`src/rtl/irq_ctrl.sv`:
```
// irq_ctrl: interrupt controller in front of the exception/CP0 logic.
// Synchronises external interrupt lines and latches rising edges as pending
// events. It masks and prioritises them (lowest index wins), then presents one
// interrupt at a time to the pipeline with a req/ack/eret handshake. There is
// no nesting: a new request is issued only after the handler returns.
module irq_ctrl #(
  parameter int N_IRQ       = 2,
  parameter int ID_W        = 1,
  parameter int SYNC_STAGES = 2
) (
  input  logic             clk_gl,
  input  logic             rst_n,
  input  logic [N_IRQ-1:0] irq_in,
  input  logic             ie,
  input  logic             mask_we,
  input  logic [N_IRQ-1:0] mask_wdata,
  input  logic             ack,
  input  logic             eret,
  output logic             irq_req,
  output logic [ID_W-1:0]  irq_id,
  output logic [N_IRQ-1:0] pending,
  output logic [N_IRQ-1:0] mask,
  output logic             in_service
);

  typedef enum logic [1:0] {
    ST_IDLE    = 2'd0,
    ST_REQ     = 2'd1,
    ST_SERVICE = 2'd2
  } state_t;

  // Synchroniser chain: stage 0 samples the pins, the last stage feeds edge detection.
  logic [SYNC_STAGES-1:0][N_IRQ-1:0] sync_q, sync_d;
  logic [N_IRQ-1:0]                  prev_q, prev_d;
  logic [N_IRQ-1:0]                  rise;

  logic [N_IRQ-1:0] pending_q, pending_d;
  logic [N_IRQ-1:0] mask_q, mask_d;
  logic [N_IRQ-1:0] clear_pend;
  logic [N_IRQ-1:0] eligible;

  logic            win_valid;
  logic [ID_W-1:0] win_id;

  state_t          state_q, state_d;
  logic [ID_W-1:0] irq_id_q, irq_id_d;

  // Shift the synchroniser chain and detect 0->1 transitions on its output.
  always_comb begin
    // NOTE: every signal assigned in always_comb gets a default at the top, so
    // no path leaves it unassigned and no latch is inferred.
    sync_d    = sync_q;
    sync_d[0] = irq_in;
    for (int s = 1; s < SYNC_STAGES; s++) begin
      sync_d[s] = sync_q[s-1];
    end
    prev_d = sync_q[SYNC_STAGES-1];
    rise   = sync_q[SYNC_STAGES-1] & ~prev_q;
  end

  // Mask register update and eligibility (ie gates everything).
  always_comb begin
    mask_d   = mask_we ? mask_wdata : mask_q;
    eligible = ie ? (pending_q & mask_q) : '0;
  end

  // Fixed-priority pick: the lowest eligible index wins.
  always_comb begin
    win_valid = 1'b0;
    win_id    = '0;
    for (int i = N_IRQ - 1; i >= 0; i--) begin
      if (eligible[i]) begin
        win_valid = 1'b1;
        win_id    = ID_W'(i);
      end
    end
  end

  // Handshake FSM next-state logic; also produces the pending-clear on ack.
  always_comb begin
    state_d    = state_q;
    irq_id_d   = irq_id_q;
    clear_pend = '0;
    unique case (state_q)
      ST_IDLE: begin
        if (win_valid) begin
          state_d  = ST_REQ;
          irq_id_d = win_id;
        end
      end
      ST_REQ: begin
        // ack takes precedence over a simultaneous withdraw condition.
        if (ack) begin
          state_d              = ST_SERVICE;
          clear_pend[irq_id_q] = 1'b1;
        end else if (!ie || !mask_q[irq_id_q]) begin
          state_d = ST_IDLE;
        end
      end
      ST_SERVICE: begin
        if (eret) begin
          state_d = ST_IDLE;
        end
      end
      default: begin
        state_d = ST_IDLE;
      end
    endcase
  end

  // Pending update: a fresh edge on the same bit overrides the ack clear.
  always_comb begin
    pending_d = (pending_q & ~clear_pend) | rise;
  end

  // State registers with synchronous active-low reset.
  always_ff @(posedge clk_gl) begin
    // NOTE: sequential state uses non-blocking assignments so all flops update
    // together from pre-edge values; blocking here would create order races.
    if (!rst_n) begin
      sync_q    <= '0;
      prev_q    <= '0;
      pending_q <= '0;
      mask_q    <= '0;
      state_q   <= ST_IDLE;
      irq_id_q  <= '0;
    end else begin
      sync_q    <= sync_d;
      prev_q    <= prev_d;
      pending_q <= pending_d;
      mask_q    <= mask_d;
      state_q   <= state_d;
      irq_id_q  <= irq_id_d;
    end
  end

  // Moore outputs decoded from the registered state.
  always_comb begin
    irq_req    = (state_q == ST_REQ);
    in_service = (state_q == ST_SERVICE);
    irq_id     = irq_id_q;
    pending    = pending_q;
    mask       = mask_q;
  end

endmodule

```
`config.mk`:
```
export PLATFORM = sky130hd
export DESIGN_NAME = irq_ctrl
export DESIGN_NICKNAME = d
export VERILOG_FILES = /design/src/rtl/irq_ctrl.sv
export SDC_FILE = /design/constraint.sdc
export NUM_CORES = 1
export LEC_CHECK = 0
export CAP_MARGIN = 20
export CORE_AREA = 2 2 39 41
export CTS_BUF_LIST = sky130_fd_sc_hd__clkbuf_16
export CTS_CLUSTER_SIZE = 16
export DETAILED_ROUTE_END_ITERATION = 7
export DIE_AREA = 0 0 41 43
export DONT_BUFFER_PORTS = 1
export GPL_TIMING_DRIVEN = 1
export SLEW_MARGIN = 0
export SYNTH_ARGS = -nofsm -noshare
export SYNTH_HDL_FRONTEND = slang
export SYNTH_SLANG_ARGS = --single-unit
export TNS_END_PERCENT = 10
```
`constraint.sdc`:
```
create_clock -name clk_gl -period 1.7 [get_ports clk_gl]
set_input_delay 0.51 -clock clk_gl [delete_from_list [all_inputs] [get_ports clk_gl]]
set_output_delay 0.51 -clock clk_gl [all_outputs]
set_load 0.01 [all_outputs]
```
==> Word-level counts from Yosys, hierarchy flattened <==
Cells that the tools add are included.
{ "word_totals": {"reg_bits": 13, "output_inout_bits": 7, "elab_cells": 42} }
{ "op_classes": {"n_lt_le_gt_ge": 2, "n_eq_ne": 5, "mux": 15, "n_bitwise": 6, "n_reduce_logical": 7} }
{ "op_table": {"columns": ["operator", "n"], "rows": [
  ["two-way mux 2 bit", 7],
  ["bitwise AND 2 bit", 3],
  ["two-way mux 1 bit", 6],
  ["one-hot mux 2 bit (3 select lines)", 1],
  ["!= test 2 bit (second input constant)", 2],
  ["inverter 2 bit", 2],
  ["!= test 3 x 2 -> 1 bit (second input constant)", 1],
  ["AND reduction 3 bit", 1],
  ["equality test 2 x 1 -> 1 bit (second input constant)", 1],
  ["equality test 2 bit (second input constant)", 1],
  ["logical NOT 1 bit", 2],
  ["logical NOT 2 bit", 1],
  ["< comparator 1 x 2 -> 1 bit (second input constant)", 1],
  ["OR 2 bit", 1],
  ["AND reduction 2 bit", 1],
  ["demux 1 bit (select 1 bit)", 1],
  [">= comparator 1 bit (second input constant)", 1],
  ["logical AND 1 bit", 1],
  ["logical OR 1 bit", 1]
]} }

==> Depth between registers and ports, before layout <==
Gate-level depths: netlist (run 1).
{ "logic_depth": {"word_depth": 9, "depth_mapped": 3, "ltp_nobuf": 3} }

==> Least setup slack after synthesis (run 1) <==
No wires, ideal clock.
{ "synth_path": {"path_type": "input to register", "start": "in ie", "end": "reg irq_id_q (netlist: irq_id)", "arrival_ps": 1122, "t_required_ps": 1581, "setup_slack_ps": 460, "cell_stages": 2, "cell_sequence": "or3b_4 o221a_1"} }
{ "synth_via": {"elab_chain_cells": 4} }
{ "synth_lines": {"columns": ["element", "line", "text"], "rows": [
  ["start, declared", "14", "input logic ie,"],
  ["two-way mux 2 bit (*)", "64", "eligible = ie ? (pending_q & mask_q) : '0;"],
  ["two-way mux 1 bit (2 in series)", "72", "if (eligible[i]) begin"],
  ["AND reduction 2 bit (no source line)", null, null],
  ["end signal, assigned", "133", "irq_id_q <= irq_id_d;"],
  ["end, declared", "46", "logic [ID_W-1:0] irq_id_q, irq_id_d;"]
]} }
Every way passes the cells marked *; elsewhere a longest branch is shown, timed or not.
A chain may end at the register's enable or synchronous reset.

==> Worst setup path after layout (run 1) <==
{ "layout_path": {"start": "reg state_q[1]", "end": "out in_service"} }
{ "layout_via": {"elab_chain_cells": 1} }
{ "layout_lines": {"columns": ["element", "line", "text"], "rows": [
  ["start, declared", "45", "state_t state_q, state_d;"],
  ["start signal, assigned", "132", "state_q <= state_d;"],
  ["equality test 2 bit", "140", "in_service = (state_q == ST_SERVICE);"],
  ["end, declared", "23", "output logic in_service"]
]} }
Every way passes these cells.

==> results.md, run 1 <==
* Routed WL at 728 um
* CTS Sinks at 13
* CP max stage cell: dfxtp_1
* Synth unique cells at 16
* Worst Hold Class: input pin to register
* Setup TNS at 0 ns
* I/O pin count at 17
* Hold WS at 0.3909 ns
* Remaining DRCs at 0
* CTS tree: yes
* Syn avg cell area at 10.65 um2
* Total CTS buffers at 3
* Post-CTS setup buffers at 0
* Area after DPL at 495.5 um2
* Power per cell area at 1349 mW/mm2
* Die area at 0.001763 mm2
* Critical path data arrival time at ~0.84 ns
* Core area at 0.001384 mm2
* Post-synth net total at between 50 and 60
* Top cells by area, synth: dfxtp_1 54%, and2_1 7.8%, nor2b_1 7.8%
* Async set-or-reset flop fraction in the synthesized netlist at 0%
* Yosys warns at 0
* Initial drt markers at 0
* Worst-path clk slew at 0.04 ns
* Met3 wire len at 107 um
* Root Driver: clkbuf_16
* RR Endpoint: irq_id
* Top-area cell type share of the netlist area at ~54%
* Filler Cells Inserted at between 100 and 150
* Nature of the critical path startpoint: register
* Wl on met1 at approximately 320 um
* Highest routed layer: met4
* Crit-path cells: nor2b_1
* Max-slew headroom at 82.48%
* Clk buf depth at 2
* DR WL met2 at 288 um
* HPWL after DPL at roughly 520 um
* Status: finished clean
* Req. time, crit path at 1.19 ns
* Measured slew at the worst slew-check pin at between 0.2 and 0.3 ns
* DIE WIDTH at 41 um
* Top-count cell post-synth: dfxtp_1
* CP endpoint kind: primary output
* Placer congestion estimate at ~0.56
* Yosys top cell by area: dfxtp_1
* Cell area after synthesis at 479.2 um2
* Area grow syn2layout at 19.84%
* RSZ-0062 raised after global routing: no
* Share of layout cells above drive strength 1 at 10.42%
* First-pass DRT Iterations at 1
* Sequential element share of the synthesized area at between 50% and 60%
* Maxcap violations at 0
* Worst R2R Path Depth at 2
* Vias in the first global route at 290
* Antenna cells at 0
* Reg2Reg Setup Slack at around 0.61 ns
* Standard-cell rows at 14
* Post-layout min period at 1.351 ns
* R2r startpoint: state_q[1]
* Later-pin clock latency in the skew report at 0.24 ns
* Highest Clock Rate at roughly 0.74 GHz
* Hold Startpoint: rst_n
* Remaining Overflow, GRT at 0
* End of the worst hold path: pending[1]
* WL per Instance at approximately 11 um
* Setup violators final at 0
* Crit path buffers/inverters at 0
* Post-route design area at 574.3 um2
* CP delay by family, top: flip-flops
* Fin. max-slew vios at 0
* Seq cells post-synth at 13
* Tcrit/Tclk final at between 70% and 80%
* Die Ht at 43 um
* WS Path Type: register to primary output
* Post-cts sizing count at 0
* Clock skew at 0.002425 ns
* Total GRT Usage at 10.02%
* Largest net degree at the start of global routing at 14
* Antenna viol nets, final at 0
* VDD IR max at 0.5549 mV
* CP peak stage delay at 0.34 ns
* Final Hold Viols at 0
* Vias post-DR at 313
* Static Leak at 0.2342 nW
* First-pass GRT wire length at 1083 um
* Port Buffer Count at 0
* Core Util, Final at 41.50%
* Top post-synthesis cells by count: 13 x dfxtp_1, 6 x and2_1, 6 x nor2b_1
* Initial Util at between 30% and 40%
* Hold Crit Depth at 1
* Most frequently used flop master after synthesis: dfxtp_1
* Antenna violations before repair at 0
* Vias/cell at 4.891
* H-tree Lvls at 1
* Syn Inst Count at 45
* Layout Nets at 59
* Post-cts hold buffer count at 0
* Maximum fanout along the worst path at 4
* EDFF count, synth at 0
registers in the layout, summed over array words and instances (netlist names):
signal and flops:
mask 2, sync_d 2, prev_d 2, pending 2, prev_q 2, irq_id 1
state_q 2
through the flow:
stage               power [mW]  setup WS, ns  instances
global placement        0.3525        0.4530         60
detailed placement      0.3533        0.4446         60
floorplan               0.3515        0.4595         45
global route            0.8044        0.2836         64
CTS                     0.7858        0.3379         64
finish                  0.7747        0.3485         64
kinds of logic after synthesis:
logic type             Yosys count  share of synthesized area [%]
AOI/OAI and AO/OA                8                          11.75
buffers and inverters            1                         0.7825
DFF                             13                          54.31
muxes                            3                          6.267
and+or+nand+nor                 20                          26.90
metal layers:
| metal | up-vias | global-route usage, % |
|---|---|---|
| met1 | 139 | 9.571 |
| met2 | 15 | 12.81 |
| met5 | - | 0 |
| met3 | 3 | 10.47 |
| met4 | 0 | 6.000 |
| li1 | 156 | - |
where the power goes:
| group | internal [mW] | total (mW) | leakage [nW] | switching [mW] |
|---|---|---|---|---|
| Sequential | 0.318 | 0.327 | 0.106 | 0.00972 |
| Clock | 0.309 | 0.427 | 0.0423 | 0.118 |
| Combinational | 0.0134 | 0.0200 | 0.0854 | 0.00659 |
| Total | 0.640 | 0.775 | 0.234 | 0.135 |
worst max-delay path by stage:
stage	startpoint	to	slack (ns)	depth (start not counted)
2_1_floorplan	ie	irq_id	0.46	2
3_3_place_gp	ie	irq_id	0.45	2
3_5_place_dp	ie	irq_id	0.44	2
4_1_cts	state_q[1]	in_service	0.34	1
5_1_grt	state_q[1]	in_service	0.28	1
6_report	state_q[1]	in_service	0.35	1
placed cells by master, fill, tap and decap left out:
| cell type | Yosys | layout |
|---|---|---|
| a21boi_0 | 1 | 1 |
| a21oi_1 | 2 | 2 |
| and2_1 | 6 | 6 |
| and2b_1 | 1 | 1 |
| and3b_2 | 1 | 1 |
| clkbuf_16 | 0 | 3 |
| dfxtp_1 | 13 | 13 |
| inv_1 | 0 | 1 |
| mux2i_1 | 3 | 3 |
| nand2_1 | 2 | 2 |
| nor2_1 | 2 | 2 |
| nor2b_1 | 6 | 6 |
| nor4bb_1 | 1 | 1 |
| o21a_1 | 3 | 3 |
| o21ai_0 | 1 | 1 |
| o221a_1 | 1 | 1 |
| or3b_4 | 1 | 1 |
layout make-up:
| cell class | count | area [um2] | area share [%] |
|---|---|---|---|
| multi-input cells | 31 | 215.2 | 37.47 |
| clock buffers | 3 | 75.07 | 13.07 |
| well taps | 16 | 20.02 | 3.486 |
| flip-flops and latches | 13 | 260.3 | 45.32 |
| clock inverters | 1 | 3.754 | 0.6536 |
Note: power is estimated with default switching activity, not from simulation.
==> run 2: changes to the inputs <==
==> constraint.sdc (replaced) <==
create_clock -name clk_gl -period 1.3 [get_ports clk_gl]
set_input_delay 0.39 -clock clk_gl [delete_from_list [all_inputs] [get_ports clk_gl]]
set_output_delay 0.39 -clock clk_gl [all_outputs]
set_load 0.01 [all_outputs]
==> results.md, run 2 (synthesis results as in run 1) <==
* Critical path data arrival time at 0.82 ns
* WS Path Type: register to primary output
* First-pass GRT wire length at 1097 um
* Highest Clock Rate at ~0.83 GHz
* CP peak stage delay at approximately 0.35 ns
* Die area at approximately 0.0018 mm2
* Clk buf depth at 2
* Initial drt markers at 0
* Maximum fanout along the worst path at 4
* Area grow syn2layout at 22.19%
* Root Driver: clkbuf_16
* Post-cts hold buffer count at 0
* Tcrit/Tclk final at 92.72%
* Routed WL at 746 um
* Post-CTS setup buffers at 0
* CTS tree: yes
* Core area at 0.001384 mm2
* Maxcap violations at 0
* Crit path buffers/inverters at 0
* Clock skew at 0.001500 ns
* Antenna viol nets, final at 0
* CTS Sinks at 13
* Share of layout cells above drive strength 1 at 16.33%
* Crit-path cells: and2b_1
* First-pass DRT Iterations at 1
* Largest net degree at the start of global routing at 14
* Hold WS at 0.2692 ns
* Max-slew headroom at 82.30%
* Core Util, Final at 42.31%
* Initial Util at 34.63%
* Antenna cells at 0
* Vias in the first global route at 285
* Vias/cell at 4.908
* Pre-CTS setup slack at 0.1654 ns
* Static Leak at 0.2381 nW
* Layout Nets at 60
* I/O pin count at 17
* Req. time, crit path at approximately 0.9 ns
* CP delay by family, top: flip-flops
* VDD IR max at roughly 1.1 mV
* Standard-cell rows at 14
* Commonest non-fill, non-tap cell in the layout: dfxtp_1
* WL per Instance at between 10 and 15 um
* Reg power frac at 41.8%
* Vias post-DR at between 300 and 400
* Remaining DRCs at 0
* Worst-path clk slew at ~0.04 ns
* Post-layout min period at 1.205 ns
* Most frequent cells in the layout: 13 x dfxtp_1, 6 x and2_1, 5 x nor2b_1
* CP max stage cell: dfxtp_1
* Port Buffer Count at 0
* Remaining Overflow, GRT at 0
* Worst Hold Class: input pin to register
* Total GRT Usage at between 10% and 20%
* HPWL after DPL at 532.1 um
* Setup TNS at 0 ns
* Fin. max-slew vios at 0
* Later-pin clock latency in the skew report at 0.24 ns
* RSZ-0062 raised after global routing: no
* Int Power at 0.8410 mW
* Final Hold Viols at 0
* Die Ht at between 40 and 50 um
* Antenna violations before repair at 0
* Total CTS buffers at 3
* CP endpoint kind: primary output
* Status: finished clean
* Comb pwr share at 2.7%
* Measured slew at the worst slew-check pin at between 0.2 and 0.3 ns
* Sw Ratio at between 10% and 20%
* H-tree Lvls at 1
* Share of total power in the clock network at a little under three fifths
* DIE WIDTH at 41 um
* Final WS setup at 0.09461 ns
* Placer congestion estimate at 0.5581
* Net Switching at 0.1809 mW
* Nature of the critical path startpoint: register
* Setup violators final at 0
* Power per cell area at 1745 mW/mm2
run 2: cell types whose count changed in the layout (fill, tap and decap cells not counted), sizes merged:
cell    before  now
inv          1    0
buf          0    1
clkinv       0    1
run 2: final timing paths:
path,from,endpoint,slack (ns),cells after the start
setup / recovery,state_q[1],irq_req,0.09,1
hold / removal,rst_n,state_q[1],0.27,1
setup reg to reg,state_q[0],state_q[0],0.19,3
hold reg to reg,sync_d[2],prev_d[0],0.43,1
run 2: through the flow:
stage / cells / cell area (um2) / total power, mW
2_1_floorplan: 45 / 479.2 / 0.4597
3_3_place_gp: 61 / 503.0 / 0.4614
3_5_place_dp: 61 / 503.0 / 0.4623
4_1_cts: 65 / 583.1 / 1.036
5_1_grt: 65 / 585.6 / 1.068
6_report: 65 / 585.6 / 1.022
run 2: layout make-up:
class / instances / area [um2]
Timing Repair Buffer: 1 / 7.507
Clock inverter: 1 / 5.005
Fill cell: 140 / 798.3
Multi-Input combinational cell: 31 / 217.7
Clock buffer: 3 / 75.07
Tap cell: 16 / 20.02
Sequential cell: 13 / 260.3
run 2: what timing repair did:
item	4_1_cts	5_1_grt
endpoints found under the hold margin	0	0
resized for setup	0	1
setup endpoints to repair	0	1
run 2: per-layer routing:
metal	global-route usage (%)	up-vias	routed length [um]
met4	4.000	0	0
met5	0	-	0
li1	-	160	-
met1	10.49	143	303
met2	13.44	16	339
met3	9.424	0	103
run 2: power by group through the flow:
stage	Combinational [mW]	Clock [mW]	Sequential, mW
after CTS	0.0275	0.581	0.428
after floorplan	0.0271	0	0.433
after global placement	0.0268	0	0.435
after detailed placement	0.0274	0	0.435
final	0.0272	0.567	0.428
after global routing	0.0303	0.608	0.429
